[config.mk]
export PLATFORM = sky130hd
export DESIGN_NAME = instruction_fetch_unit_flat
export DESIGN_NICKNAME = d
export VERILOG_FILES = /design/src/rtl/instruction_fetch_unit_if.sv /design/src/rtl/instruction_fetch_unit.sv /design/src/flat_wrapper.sv
export SDC_FILE = /design/constraint.sdc
export NUM_CORES = 1
export LEC_CHECK = 0
export CORE_ASPECT_RATIO = 1.5
export CORE_MARGIN = 2
export CORE_UTILIZATION = 36
export DETAILED_ROUTE_END_ITERATION = 8
export PLACE_DENSITY = 0.82
export SETUP_SLACK_MARGIN = 0.2
export SLEW_MARGIN = 20
export SYNTH_ARGS = -nofsm -noshare
export SYNTH_HDL_FRONTEND = slang
export SYNTH_SLANG_ARGS = --single-unit
[constraint.sdc]
create_clock -name clk -period 1.5 [get_ports clk]
set_clock_uncertainty 0.05 [all_clocks]
set_input_delay 0.15 -clock clk [delete_from_list [all_inputs] [get_ports clk]]
set_output_delay 0.15 -clock clk [all_outputs]
set_load 0.05 [all_outputs]
[src/rtl/instruction_fetch_unit_if.sv]
// Instruction fetch bus: instruction memory read port plus the decoder handshake.
// master = fetch unit side, slave = memory/decoder side.
interface instruction_fetch_unit_if #(
    parameter int AW = 8,
    parameter int IW = 14
);
    logic [AW-1:0] imem_addr;
    logic          imem_rd_en;
    logic [IW-1:0] imem_rdata;
    logic [5:0]    opcode;
    logic [IW-7:0] imm;
    logic          instr_valid;
    logic          pc_en;
    logic          stop_flag;
    logic          pc_load;
    logic [AW-1:0] pc_load_val;

    modport master (
        output imem_addr, imem_rd_en, opcode, imm, instr_valid,
        input  imem_rdata, pc_en, stop_flag, pc_load, pc_load_val
    );

    modport slave (
        input  imem_addr, imem_rd_en, opcode, imm, instr_valid,
        output imem_rdata, pc_en, stop_flag, pc_load, pc_load_val
    );
endinterface

[src/rtl/instruction_fetch_unit.sv]
// Instruction fetch unit: owns the PC, reads instruction memory, hands one opcode/imm per
// instruction to the decoder. Optional macro SINGLE_STEP_EN adds a `step` port and STEP_WAIT.
//
// state     | meaning
// ----------+-------------------------------------------------------------
// IDLE      | waiting for start after reset
// FETCH     | imem read issued at pc
// WAIT      | imem_rdata captured into opcode/imm
// EXEC      | instr_valid=1, decoder outputs pick the next pc
// HALT      | program stopped, done=1, start restarts from START_ADDR
// STEP_WAIT | (SINGLE_STEP_EN only) holds until step=1
module instruction_fetch_unit #(
    parameter int            AW         = 8,
    parameter int            IW         = 14,
    parameter logic [AW-1:0] START_ADDR = '0
) (
    input  logic                            clk,
    input  logic                            rst,
    input  logic                            start,
`ifdef SINGLE_STEP_EN
    input  logic                            step,
`endif
    instruction_fetch_unit_if.master        bus,
    output logic [AW-1:0]                   pc,
    output logic                            busy,
    output logic                            done
);

    localparam logic [5:0] NOOP = 6'b000001;

    typedef enum logic [2:0] {
        IDLE      = 3'd0,
        FETCH     = 3'd1,
        WAIT      = 3'd2,
        EXEC      = 3'd3,
        HALT      = 3'd4
`ifdef SINGLE_STEP_EN
        ,STEP_WAIT = 3'd5
`endif
    } state_t;

    state_t        state_q, state_d;
    logic [AW-1:0] pc_q, pc_d;
    logic [5:0]    opcode_q;
    logic [IW-7:0] imm_q;
    logic          exec_act;

    always_ff @(posedge clk or posedge rst) begin
        if (rst) begin
            state_q <= IDLE;
            pc_q    <= START_ADDR;
        end else begin
            state_q <= state_d;
            pc_q    <= pc_d;
        end
    end

    always_comb begin
        state_d = state_q;
        pc_d    = pc_q;
        case (state_q)
            IDLE, HALT: begin
                if (start) begin
                    pc_d    = START_ADDR;
                    state_d = FETCH;
                end
            end
            FETCH: state_d = WAIT;
            WAIT:  state_d = EXEC;
            EXEC: begin
                // stop beats a jump, a jump beats a plain increment
                if (bus.stop_flag) begin
                    state_d = HALT;
                end else begin
                    if (bus.pc_load)
                        pc_d = bus.pc_load_val;
                    else if (bus.pc_en)
                        pc_d = pc_q + AW'(1);
`ifdef SINGLE_STEP_EN
                    state_d = STEP_WAIT;
`else
                    state_d = FETCH;
`endif
                end
            end
`ifdef SINGLE_STEP_EN
            STEP_WAIT: begin
                if (step)
                    state_d = FETCH;
            end
`endif
            default: state_d = IDLE;
        endcase
    end

    // rdata is valid during WAIT, one cycle after the FETCH read strobe
    always_ff @(posedge clk or posedge rst) begin
        if (rst) begin
            opcode_q <= NOOP;
            imm_q    <= '0;
        end else if (state_q == WAIT) begin
            opcode_q <= bus.imem_rdata[IW-1:IW-6];
            imm_q    <= bus.imem_rdata[IW-7:0];
        end
    end

    assign exec_act        = (state_q == EXEC);
    assign bus.imem_addr   = pc_q;
    assign bus.imem_rd_en  = (state_q == FETCH);
    assign bus.instr_valid = exec_act;
    assign bus.opcode      = exec_act ? opcode_q : NOOP;
    assign bus.imm         = imm_q;
    assign pc              = pc_q;
    assign done            = (state_q == HALT);
`ifdef SINGLE_STEP_EN
    assign busy = (state_q == FETCH) || (state_q == WAIT) || (state_q == EXEC) ||
                  (state_q == STEP_WAIT);
`else
    assign busy = (state_q == FETCH) || (state_q == WAIT) || (state_q == EXEC);
`endif

endmodule

[src/flat_wrapper.sv]
// flat-port wrapper written by rule: the top's interface ports become plain ports
module instruction_fetch_unit_flat 
#(
    parameter int            AW         = 8,
    parameter int            IW         = 14,
    parameter logic [AW-1:0] START_ADDR = '0
)
  (clk, rst, start, pc, busy, done, bus_imem_addr, bus_imem_rd_en, bus_opcode, bus_imm, bus_instr_valid, bus_imem_rdata, bus_pc_en, bus_stop_flag, bus_pc_load, bus_pc_load_val);
  instruction_fetch_unit_if #(.AW(AW), .IW(IW)) bus_i ();
  input  logic clk;
  input  logic rst;
  input  logic start;
  output logic [AW-1:0] pc;
  output logic busy;
  output logic done;
  output wire logic [$bits(bus_i.imem_addr)-1:0] bus_imem_addr;
  output wire logic [$bits(bus_i.imem_rd_en)-1:0] bus_imem_rd_en;
  output wire logic [$bits(bus_i.opcode)-1:0] bus_opcode;
  output wire logic [$bits(bus_i.imm)-1:0] bus_imm;
  output wire logic [$bits(bus_i.instr_valid)-1:0] bus_instr_valid;
  input wire logic [$bits(bus_i.imem_rdata)-1:0] bus_imem_rdata;
  input wire logic [$bits(bus_i.pc_en)-1:0] bus_pc_en;
  input wire logic [$bits(bus_i.stop_flag)-1:0] bus_stop_flag;
  input wire logic [$bits(bus_i.pc_load)-1:0] bus_pc_load;
  input wire logic [$bits(bus_i.pc_load_val)-1:0] bus_pc_load_val;
  assign bus_imem_addr = bus_i.imem_addr;
  assign bus_imem_rd_en = bus_i.imem_rd_en;
  assign bus_opcode = bus_i.opcode;
  assign bus_imm = bus_i.imm;
  assign bus_instr_valid = bus_i.instr_valid;
  assign bus_i.imem_rdata = bus_imem_rdata;
  assign bus_i.pc_en = bus_pc_en;
  assign bus_i.stop_flag = bus_stop_flag;
  assign bus_i.pc_load = bus_pc_load;
  assign bus_i.pc_load_val = bus_pc_load_val;
  instruction_fetch_unit #(.AW(AW), .IW(IW), .START_ADDR(START_ADDR)) u_core (.clk(clk), .rst(rst), .start(start), .bus(bus_i), .pc(pc), .busy(busy), .done(done));
endmodule
# Yosys cells after proc, flatten, opt, wreduce, memory -nomap -nowiden
# Index checks and enable logic that the tools add are counted.
# Widths: inputs -> output; s select.
totals:
  in_bits: 28
  register_bits: 25
  n_memories: 0
  mem_bits_ro: 0
  ram_bits: 0
  out_inout_bits: 34
  latchBits: 0
op_classes:
  shifts: 0
  eq_ne: 7
  n_addsub: 1
  n_reduce_logical: 6
  order_cmp: 0
  div_mod_pow: 0
  bitwise: 0
  n_mul: 0
  muxes: 9
op_table:
  columns: ["cell", "n"]
  rows:
  - ["$mux 8", 4]
  - ["$pmux 8 s2", 1]
  - ["$pmux 3 s4", 1]
  - ["$add 8x1->8 const B", 1]
  - ["$eq 3x2->1 const B", 2]
  - ["$mux 3", 2]
  - ["$mux 6", 1]
  - ["$ne 2x2->1 const B", 2]
  - ["$reduce_and 4->1", 1]
  - ["$eq 3x1->1 const B", 1]
  - ["$eq 3x3->1 const B", 1]
  - ["$logic_not 3->1", 1]
  - ["$ne 3x3->1 const B", 1]
  - ["$logic_or 1x1->1", 2]
  - ["$reduce_bool 2->1", 1]
  - ["$reduce_or 2->1", 1]

# Longest topological paths before layout
# Gate-level depths: netlist of the first run.
logic_depth:
  ltp_word: 5
  depth_mapped: 5
  ltp_nobuf: 5

# Least setup slack after synthesis of the first run
# No wires, ideal clock.
synth_path:
  path_type: "reg2out"
  startpoint: "reg u_core.state_q[0]"
  endpoint: "out bus_imem_rd_en"
  n_path_buf: 0
  arrival_time_ns: 1.554
  path_slack_ns: -0.254
  t_required_ns: 1.300
  path_stages_with_launch: 3
  cell_sequence: "dfrtp_1 -> inv_1 -> nor3_1"
synth_via:
  elab_chain_cells: 1
synth_lines:
  columns: ["item", "line_no", "text"]
  rows:
  - ["start: declaration", "instruction_fetch_unit.sv:42", "state_t state_q, state_d;"]
  - ["start signal: assignment", "instruction_fetch_unit.sv:53", "state_q <= state_d;"]
  - ["$eq 3x1->1", "instruction_fetch_unit.sv:109", "assign bus.imem_rd_en = (state_q == FETCH);"]
  - ["end: declaration", "flat_wrapper.sv:17", "output wire logic [$bits(bus_i.imem_rd_en)-1:0] bus_imem_rd_en;"]
# No other way between the ends.

# Final worst setup path of the first run
layout_path:
  startpoint: "reg u_core.state_q[2]"
  endpoint: "out bus_opcode[0]"
layout_via:
  elab_chain_cells: 2
layout_lines:
  columns: ["item", "line_no", "text"]
  rows:
  - ["$eq 3x2->1", "instruction_fetch_unit.sv:107", "assign exec_act = (state_q == EXEC);"]
  - ["$mux 6", "instruction_fetch_unit.sv:111", "assign bus.opcode = exec_act ? opcode_q : NOOP;"]
  - ["end: declaration", "flat_wrapper.sv:18", "output wire logic [$bits(bus_i.opcode)-1:0] bus_opcode;"]
# No other way between the ends.

==> impl_metrics.env, run 1 <==
export IMPL_clk_latency_ns=0.28
export IMPL_setup_tns_ns=-2.04
export IMPL_grt_antenna_before_repair=0
export IMPL_fp_dieH_um=77.0
export IMPL_grt_pass1_vias=1357
export IMPL_r2r_start="u_core.state_q[1]"
export IMPL_dp_cells=228
export IMPL_syn_area_um2=1280
export IMPL_path_cells="nand3b_1 > or2_2 > buf_6"
export IMPL_holdBufCountCts=0
export IMPL_hpwlAfterDp_um=2850
export IMPL_synth_edff_count=0
export IMPL_layout_area_seq_um2=633
export IMPL_top_level_ports=62
export IMPL_io_buffers=61
export IMPL_hp_class="primary input to async pin"
export IMPL_viasPerCell=5.37
export IMPL_synth_cells=125
export IMPL_grt_max_degree=26
export IMPL_final_layout_size_suffix_gt1_share_pct=52.2
export IMPL_worstPathRequired_ns=1.30
export IMPL_critPathLaunch="u_core.state_q[2]"
export IMPL_grt_pass1_wl_um=6080
export IMPL_crit_path_end_kind="output port"
export IMPL_worst_pin_slew_ns=0.328
export IMPL_cts_sinks=25
export IMPL_antenna_cells=0
export IMPL_cts_max_path_buffers=2
export IMPL_drv_slew=0
export IMPL_drt_pass1_iterations=4
export IMPL_peakVddDrop_mv=2.50
export IMPL_start_kind="flip-flop"
export IMPL_final_util_pct=74.8
export IMPL_min_period_ns=1.67
export IMPL_p_per_area_nw_per_um2=2730
export IMPL_synth_compound_area_share_pct=12.6
export IMPL_fmax_ghz=0.598
export IMPL_multi_input_area_um2=731
export IMPL_muxShareOfSynthArea_pct=13.1
export IMPL_fillers=206
export IMPL_grt_overflow_total=0
export IMPL_core_um2=3420
export IMPL_synth_fa_ha_area_share_pct=0.978
export IMPL_drc=0
export IMPL_htreeDepth=1
export IMPL_r2r_setup_slack_ns=-0.08
export IMPL_drt_iter0_drc=42
export IMPL_synth_ff_type="dfrtp_1"
export IMPL_setup_violations=28
export IMPL_violations="negative setup slack"
export IMPL_synth_top_family_by_area="simple AND/OR/NAND/NOR gates"
export IMPL_gp_congestion=0.822
export IMPL_highest_layer="met4"
export IMPL_ys_seq_area_share_pct=49.0
export IMPL_max_cap_violations=0
export IMPL_wl_um=4600
export IMPL_cts_made_buffers=3
export IMPL_cts_tree="yes"
export IMPL_avgSynthCellArea_um2=10.2
export IMPL_dr_total_vias=1305
export IMPL_cp_max_fo=3
export IMPL_endpoint="bus_opcode[0]"
export IMPL_synth_cell_type_count=34
export IMPL_slowest_delay_ns=0.42
export IMPL_leakagePower_nw=1.09
export IMPL_met2_length_um=2460
export IMPL_met3_length_um=320
export IMPL_fin_nets=231
export IMPL_worstRegToRegCells=5
export IMPL_layout_commonest_cell="clkdlybuf4s50_1"
export IMPL_criticalPathCategory="flip-flop to output port"
export IMPL_synth_xor_area_share_pct=1.37
export IMPL_slew_headroom_pct=78.1
export IMPL_grt_usage_pct=19.4
export IMPL_start_util_pct=37.5
export IMPL_yosys_area_share_simple_pct=14.2
export IMPL_min_period_over_period_pct=111
export IMPL_worstPathArrival_ns=1.47
export IMPL_final_hold_viol_count=0
export IMPL_syn_nets=154
export IMPL_reg2reg_to="u_core.opcode_q[5]"
export IMPL_synth_warnings=0
export IMPL_slowest_stage="dfrtp_1"
export IMPL_area_growth_pct=99.7
export IMPL_cts_root_buf="clkbuf_8"
export IMPL_fp_row_count=26
export IMPL_die_area_um2=4060
export IMPL_fin_ws_ns=-0.171
export IMPL_post_place_ws_ns=-0.217
export IMPL_die_w_um=52.7
export IMPL_synthArstFlopShare_pct=100
export IMPL_wire_per_inst_um=18.9
export IMPL_synth_seq_cells=25
export IMPL_met1_length_um=1600
export IMPL_clk_pin_slew_ns=0.10
export IMPL_ant_nets=0
export IMPL_rsz0062_at_grt="true"
export IMPL_outcome="finished with violations"
export IMPL_final_cell_mix="clkdlybuf4s50_1 (27), buf_12 (26), buf_4 (23)"
export IMPL_stdcell_count=243
## kinds of logic after synthesis
| kind of cell | count (synthesis) |
|---|---|
| adders and majority gates | 1 |
| and+or+nand+nor | 36 |
| xor gates and xnor gates | 2 |
| AOI/OAI and AO/OA | 25 |
| DFF | 25 |
| muxes | 15 |
| buffers and inverters | 21 |
## stage by stage
step / instance area, µm² / hold WS [ns] / power [W]
6_report: 2560 / 0.160 / 0.00697
5_1_grt: 2560 / 0.199 / 0.00721
4_1_cts: 2380 / 0.179 / 0.00632
3_5_place_dp: 2250 / 0.452 / 0.00572
3_3_place_gp: 2250 / 0.440 / 0.00556
2_1_floorplan: 1350 / 0.126 / 0.00379
## routing by layer
layer	global-route usage, %	up-vias
met1	22.0	627
met4	7.44	0
met2	34.1	74
li1	-	582
met5	0	-
met3	4.28	22
## area by class of cell
cell class / instances / area share, %
flip-flops and latches: 25 / 24.8
repair buffers: 83 / 41.3
clock inverters: 1 / 0.196
inverters: 9 / 1.47
well taps: 42 / 2.06
clock buffers: 3 / 1.62
multi-input cells: 80 / 28.6
## flip-flops by register name, summed over array words and instances (netlist names)
register and count:
u_core.bus.imem_addr 8, u_core.bus.imm 8, u_core.opcode_q 6, u_core.state_q 3
## critical path: cells and delay by family, from the launching register on
family | cells | cell delay [ns]
flops | 1 | 0.42
buf+inv | 1 | 0.16
simple gates | 2 | 0.61
## report_power, final
group          internal [W]  switching [W]
Sequential          0.00103       0.000376
Combinational       0.00249        0.00266
Clock              0.000187       0.000236
Total               0.00370        0.00327
## synth_stat cells, types with 2 or more instances
cell / count / share of area (%)
nor2_1: 7 / 2.1
o22ai_1: 3 / 1.5
and2_1: 5 / 2.4
buf_4: 8 / 4.7
a21oi_1: 3 / 1.2
dfrtp_1: 24 / 47
xnor2_1: 2 / 1.4
nor3_1: 6 / 2.3
o21ai_0: 8 / 3.1
nand3_1: 3 / 1.2
mux2_2: 14 / 12
nand2_1: 8 / 2.3
a31oi_1: 3 / 1.5
inv_1: 9 / 2.6
buf_2: 3 / 1.2
## worst min-delay path by stage
stage	startpoint	end	slack, ns
2_1_floorplan	rst	u_core.bus.imem_addr[4]	0.13
3_3_place_gp	u_core.bus.imm[1]	u_core.bus.imm[1]	0.44
3_5_place_dp	u_core.bus.imm[4]	u_core.bus.imm[4]	0.45
4_1_cts	rst	u_core.opcode_q[4]	0.18
5_1_grt	rst	u_core.opcode_q[5]	0.20
6_report	rst	u_core.opcode_q[5]	0.16
## timing repair
action	4_1_cts	5_1_grt
cloned	0	2
gates resized for setup	16	26
setup buffers	4	5
pin swaps	8	7
setup endpoints to repair	32	33
Power figures use the tool's default switching activity.
==> run 2: changes to the inputs <==
- CORE_UTILIZATION: 36 -> 55
- DONT_BUFFER_PORTS: not set -> 1
- PLACE_DENSITY: 0.82 -> 0.8
==> run 2 against run 1 <==
Net effect:
- the run now fails in 5_1_grt
- area after synthesis unchanged
- synthesized cell count is the same
==> impl_metrics.env, run 2 <==
export IMPL_cts_root_buf="clkbuf_4"
export IMPL_syn_area_um2=1280
export IMPL_grt_max_degree=26
export IMPL_netlist_area_leader_share_pct=46.9
export IMPL_synth_cell_type_count=34
export IMPL_synth_most_common_cell="dfrtp_1"
export IMPL_io_buffers=0
export IMPL_synth_ff_type="dfrtp_1"
export IMPL_synth_warnings=0
export IMPL_worst_endpoint="bus_opcode[0]"
export IMPL_gp_congestion=0.860
export IMPL_grt_antenna_before_repair=0
export IMPL_synth_seq_cells=25
export IMPL_syn_nets=154
export IMPL_synth_cells=125
export IMPL_start_util_pct=58.0
export IMPL_cts_max_path_buffers=2
export IMPL_place_area_um2=1510
export IMPL_outcome="stopped before the end"
export IMPL_dp_cells=162
export IMPL_synthArstFlopShare_pct=100
export IMPL_synth_area_leader_cell="dfrtp_1"
export IMPL_error_message="[ERROR DPL-0033] detailed placement checks failed during check placement."
export IMPL_synth_edff_count=0
export IMPL_fp_dieH_um=63.1
export IMPL_ys_top_cells_by_area="dfrtp_1 (47%), mux2_2 (12%), buf_4 (4.7%)"
export IMPL_cts_made_buffers=3
export IMPL_hpwlAfterDp_um=2210
export IMPL_htreeDepth=1
export IMPL_cts_sinks=25
export IMPL_die_w_um=43.4
export IMPL_avgSynthCellArea_um2=10.2
export IMPL_worstEndpointType="output port"
export IMPL_top_level_ports=62
export IMPL_netlist_top_cells_count="dfrtp_1 (24), mux2_2 (14), inv_1 (9)"
export IMPL_haltStage="5_1_grt"
export IMPL_ys_seq_area_share_pct=49.0
export IMPL_fp_row_count=21
[run 2: cell counts after synthesis]
Identical to the previous run, type by type.
[run 2: what timing repair did]
item,CTS
setup buffers,11
pin swaps,14
gates cloned,2
resized for setup,32
endpoints found under the hold margin,47
hold buffers,24
endpoints found under the setup margin,39
[run 2: logic make-up after synthesis]
group / Yosys count / synth area share, %
XOR/XNOR: 2 / 1.37
flip-flops: 25 / 49.0
AND/OR/NAND/NOR: 36 / 14.2
multiplexers: 15 / 13.1
buffers and inverters: 21 / 8.80
AO/OA/AOI/OAI: 25 / 12.6
adder cells (fa/ha/maj): 1 / 0.977
[run 2: stage by stage]
stage / setup WS, ns / util, %
2_1_floorplan: 0.00517 / -
3_3_place_gp: 0.0221 / 68.4
3_5_place_dp: -0.0440 / 68.4
4_1_cts: -0.205 / 90.6
==> run 3: changes to the inputs <==
- CORE_AREA: not set -> 2 2 63 65
- CORE_ASPECT_RATIO: 1.5 -> not set
- CORE_MARGIN: 2 -> not set
- CORE_UTILIZATION: 55 -> not set
- DIE_AREA: not set -> 0 0 65 67
- PLACE_DENSITY: 0.8 -> not set
- PLACE_DENSITY_LB_ADDON: not set -> 0.15
- SETUP_SLACK_MARGIN: 0.2 -> not set
- clock period: 1.5 -> 2 ns (I/O delays scaled with it)
==> run 3 against run 2 <==
Net effect:
- the flow now finishes without violations
==> impl_metrics.env, run 3 (same netlist as run 1, synthesis figures left out) <==
export IMPL_cts_setup_buffers=0
export IMPL_final_util_pct=42.8
export IMPL_grt_usage_pct=13.5
export IMPL_hp_class="primary input to flip-flop"
export IMPL_core_um2=3610
export IMPL_fp_row_count=22
export IMPL_grt_pass1_vias=983
export IMPL_crit_path_end_kind="output port"
export IMPL_cts_made_buffers=3
export IMPL_holdPathStages=1
export IMPL_clk_pin_slew_ns=0.08
export IMPL_final_cell_mix="dfrtp_1 (24), mux2_2 (14), buf_4 (13)"
export IMPL_cts_max_path_buffers=2
export IMPL_grt_antenna_before_repair=0
export IMPL_holdWs_ns=0.0306
export IMPL_viasPerCell=5.24
export IMPL_layout_commonest_cell="dfrtp_1"
export IMPL_reg2reg_to="u_core.bus.imem_addr[7]"
export IMPL_wire_per_inst_um=15.1
export IMPL_fmax_ghz=0.559
export IMPL_rsz0062_at_grt="false"
export IMPL_grt_overflow_total=0
export IMPL_r2r_start="u_core.state_q[1]"
export IMPL_cts_root_buf="clkbuf_8"
export IMPL_hold_end="u_core.opcode_q[4]"
export IMPL_worst_pin_slew_ns=0.745
export IMPL_crit_buf_inv=2
export IMPL_slowest_delay_ns=0.44
export IMPL_area_growth_pct=20.6
export IMPL_worstRegToRegCells=4
export IMPL_clk_latency_ns=0.26
export IMPL_outcome="finished, final reports clean"
export IMPL_path_cells="nand3b_1 > inv_1 > and2_1 > buf_12"
export IMPL_min_period_over_period_pct=89.5
export IMPL_drc=0
export IMPL_die_area_um2=4360
export IMPL_htreeDepth=1
export IMPL_place_area_um2=1460
export IMPL_drv_slew=0
export IMPL_antenna_cells=0
export IMPL_cts_tree="yes"
export IMPL_start_util_pct=35.5
export IMPL_grt_max_degree=18
export IMPL_slowest_stage="dfrtp_1"
export IMPL_critPathTopFamily="simple AND/OR/NAND/NOR gates"
export IMPL_die_w_um=65
export IMPL_setup_violations=0
export IMPL_fin_area_um2=1540
export IMPL_slew_headroom_pct=50.2
export IMPL_fin_nets=169
export IMPL_min_period_ns=1.79
export IMPL_hpwlAfterDp_um=2130
export IMPL_drt_pass1_iterations=5
export IMPL_grt_pass1_wl_um=4470
export IMPL_worstPathRequired_ns=1.75
export IMPL_holdBufCountCts=4
export IMPL_gp_congestion=0.852
export IMPL_ant_nets=0
export IMPL_cp_max_fo=7
export IMPL_cts_sinks=25
export IMPL_dr_total_vias=980
export IMPL_final_hold_viol_count=0
export IMPL_start_kind="flip-flop"
export IMPL_fillers=348
export IMPL_max_cap_violations=0
export IMPL_final_layout_size_suffix_gt1_share_pct=27.3
export IMPL_r2r_setup_slack_ns=0.24
export IMPL_ctsResizeCount=0
export IMPL_setup_tns_ns=0
export IMPL_drt_iter0_drc=139
export IMPL_fp_dieH_um=67
export IMPL_top_level_ports=62
export IMPL_hp_start="bus_imem_rdata[12]"
export IMPL_worstPathArrival_ns=1.54
export IMPL_criticalPathCategory="flip-flop to output port"
export IMPL_wl_um=2820
export IMPL_io_buffers=0
export IMPL_critPathLaunch="u_core.state_q[2]"
## run 3: area by class of cell
| cell class | count | area [µm²] | area share (%) |
|---|---|---|---|
| repair buffers | 22 | 238 | 15.4 |
| clock buffers | 4 | 45.0 | 2.92 |
| flip-flops and latches | 25 | 627 | 40.6 |
| inverters | 9 | 33.8 | 2.19 |
| multi-input cells | 79 | 541 | 35.0 |
| well taps | 48 | 60.1 | 3.89 |
## run 3: worst max-delay path by stage
stage                               to  cells after the start
6_report                 bus_opcode[2]                      4
3_3_place_gp   u_core.bus.imem_addr[2]                      4
3_5_place_dp   u_core.bus.imem_addr[2]                      4
5_1_grt        u_core.bus.imem_addr[2]                      4
4_1_cts                  bus_opcode[2]                      4
2_1_floorplan           bus_imem_rd_en                      2
## run 3: per-stage QoR
stage / instances / worst slack (ns)
CTS: 187 / 0.178
global route: 187 / 0.0536
floorplan: 125 / 0.196
detailed placement: 179 / 0.305
finish: 187 / 0.210
global placement: 179 / 0.410
## run 3: layer usage
layer	track usage (%)	wire length, µm
met1	17.8	1230
met2	20.5	1310
met3	3.89	254
met4	5.85	25
met5	0	0
Power of run 3 is not shown: default switching activity piles up to over one toggle a cycle in this logic, so the estimate is an artifact.
==> run 4: changes to the inputs <==
- PLACE_DENSITY: not set -> 0.45
- PLACE_DENSITY_LB_ADDON: 0.15 -> not set
==> run 4 against run 3 <==
Net effect:
- via count down 1.1%
- hold slack worse by 0.017 ns
- global-route usage down 0.27 points
- core utilization up 0.14 points
- final cell count up 0.53%
- sequential share of layout area down 0.13 points
- critical path depth unchanged
- first-iteration DRC count down 47%
- die area unchanged
- sequential cell count unchanged
- register-to-register slack better by 0.05 ns
- non-clock buffer count up 1
==> impl_metrics.env, run 4 (same netlist as run 1, synthesis figures left out) <==
export IMPL_outcome="finished, final reports clean"
export IMPL_fillers=366
export IMPL_drt_pass1_iterations=4
export IMPL_grt_antenna_before_repair=0
export IMPL_layout_commonest_cell="dfrtp_1"
export IMPL_fin_nets=170
export IMPL_rsz0062_at_grt="false"
export IMPL_wire_per_inst_um=14.6
export IMPL_fmax_ghz=0.559
export IMPL_cts_root_buf="clkbuf_8"
export IMPL_wl_um=2740
export IMPL_fp_row_count=22
export IMPL_worstRegToRegCells=4
export IMPL_setup_tns_ns=0
export IMPL_drt_iter0_drc=74
export IMPL_cts_tree="yes"
export IMPL_worstPathRequired_ns=1.75
export IMPL_clk_latency_ns=0.26
export IMPL_min_period_over_period_pct=89.5
export IMPL_crit_path_end_kind="output port"
export IMPL_multi_input_area_um2=541
export IMPL_max_cap_violations=0
export IMPL_die_w_um=65
export IMPL_reg2reg_to="u_core.bus.imem_addr[5]"
export IMPL_antenna_cells=0
export IMPL_core_um2=3610
export IMPL_setup_violations=0
export IMPL_grt_pass1_wl_um=4270
export IMPL_die_area_um2=4360
export IMPL_final_cell_mix="dfrtp_1 (24), buf_4 (15), mux2_2 (14)"
export IMPL_cp_max_fo=7
export IMPL_ant_nets=0
export IMPL_gp_congestion=0.892
export IMPL_grt_max_degree=26
export IMPL_top_level_ports=62
export IMPL_htreeDepth=1
export IMPL_grt_pass1_vias=911
export IMPL_slowest_delay_ns=0.44
export IMPL_final_layout_size_suffix_gt1_share_pct=28.6
export IMPL_hpwlAfterDp_um=2040
export IMPL_slowest_stage="dfrtp_1"
export IMPL_grt_usage_pct=13.2
export IMPL_slew_headroom_pct=53.7
export IMPL_clk_pin_slew_ns=0.08
export IMPL_r2r_setup_slack_ns=0.29
export IMPL_area_growth_pct=21.0
export IMPL_cts_made_buffers=3
export IMPL_ctsResizeCount=0
export IMPL_worstPathArrival_ns=1.54
export IMPL_dr_total_vias=969
export IMPL_drc=0
export IMPL_start_kind="flip-flop"
export IMPL_drv_slew=0
export IMPL_fp_dieH_um=67
export IMPL_min_period_ns=1.79
export IMPL_criticalPathCategory="flip-flop to output port"
export IMPL_final_hold_viol_count=0
export IMPL_hp_start="bus_stop_flag"
export IMPL_grt_overflow_total=0
export IMPL_hold_end="u_core.state_q[2]"
export IMPL_path_cells="nand3b_1 > inv_1 > and2_1 > buf_12"
export IMPL_cts_sinks=25
export IMPL_worst_pin_slew_ns=0.691
export IMPL_start_util_pct=35.5
export IMPL_io_buffers=0
export IMPL_holdBufCountCts=3
export IMPL_viasPerCell=5.15
export IMPL_holdPathStages=2
export IMPL_cts_max_path_buffers=2
export IMPL_hp_class="primary input to flip-flop"
export IMPL_r2r_start="u_core.state_q[1]"
export IMPL_layout_area_seq_um2=627
export IMPL_cts_setup_buffers=0
[run 4: changes by cell type in the layout (fill, tap and decap cells not counted), sizes merged]
cell,before,now
buf,18,20
dlygate4sd3,4,3
[run 4: area by class of cell]
class                   instances  area share (%)
well taps                      48            3.88
clock buffers                   4            2.91
multi-input cells              79            34.9
inverters                       9            2.18
flip-flops and latches         25            40.5
repair buffers                 23            15.7
[run 4: routing by layer]
metal / vias to the layer above / part of all wire [%] / GRT usage, %
met3: 4 / 12 / 7.09
met5: - / 0 / 0
met1: 466 / 40 / 15.7
met4: 0 / 0.91 / 4.52
li1: 455 / - / -
met2: 44 / 47 / 20.2
[run 4: worst max path at each step]
stage               cells after the start               from                 endpoint  slack [ns]
global route                            4  u_core.state_q[2]            bus_opcode[2]        0.09
finish                                  4  u_core.state_q[2]            bus_opcode[1]        0.21
global placement                        4  u_core.state_q[1]  u_core.bus.imem_addr[2]        0.40
floorplan                               2  u_core.state_q[0]           bus_imem_rd_en        0.20
CTS                                     4  u_core.state_q[2]            bus_opcode[4]        0.16
detailed placement                      4  u_core.state_q[1]  u_core.bus.imem_addr[2]        0.30
[run 4: through the flow]
stage	setup slack (ns)	instances	instance area [µm²]	utilization [%]	hold slack [ns]
6_report	0.210	188	1550	43.0	0.0140
2_1_floorplan	0.196	125	1280	-	0.177
4_1_cts	0.159	188	1550	43.0	0.00329
3_5_place_dp	0.305	181	1470	40.9	0.123
3_3_place_gp	0.397	181	1470	40.9	0.116
5_1_grt	0.0855	188	1550	43.0	0.0106
[run 4: worst max-delay path, delay by kind of cell (launching register included)]
family,cells,cell delay (ns)
AND/OR/NAND/NOR,2,0.48
buffers and inverters,2,0.37
flip-flops,1,0.44
Power of run 4 is left out for the same reason.
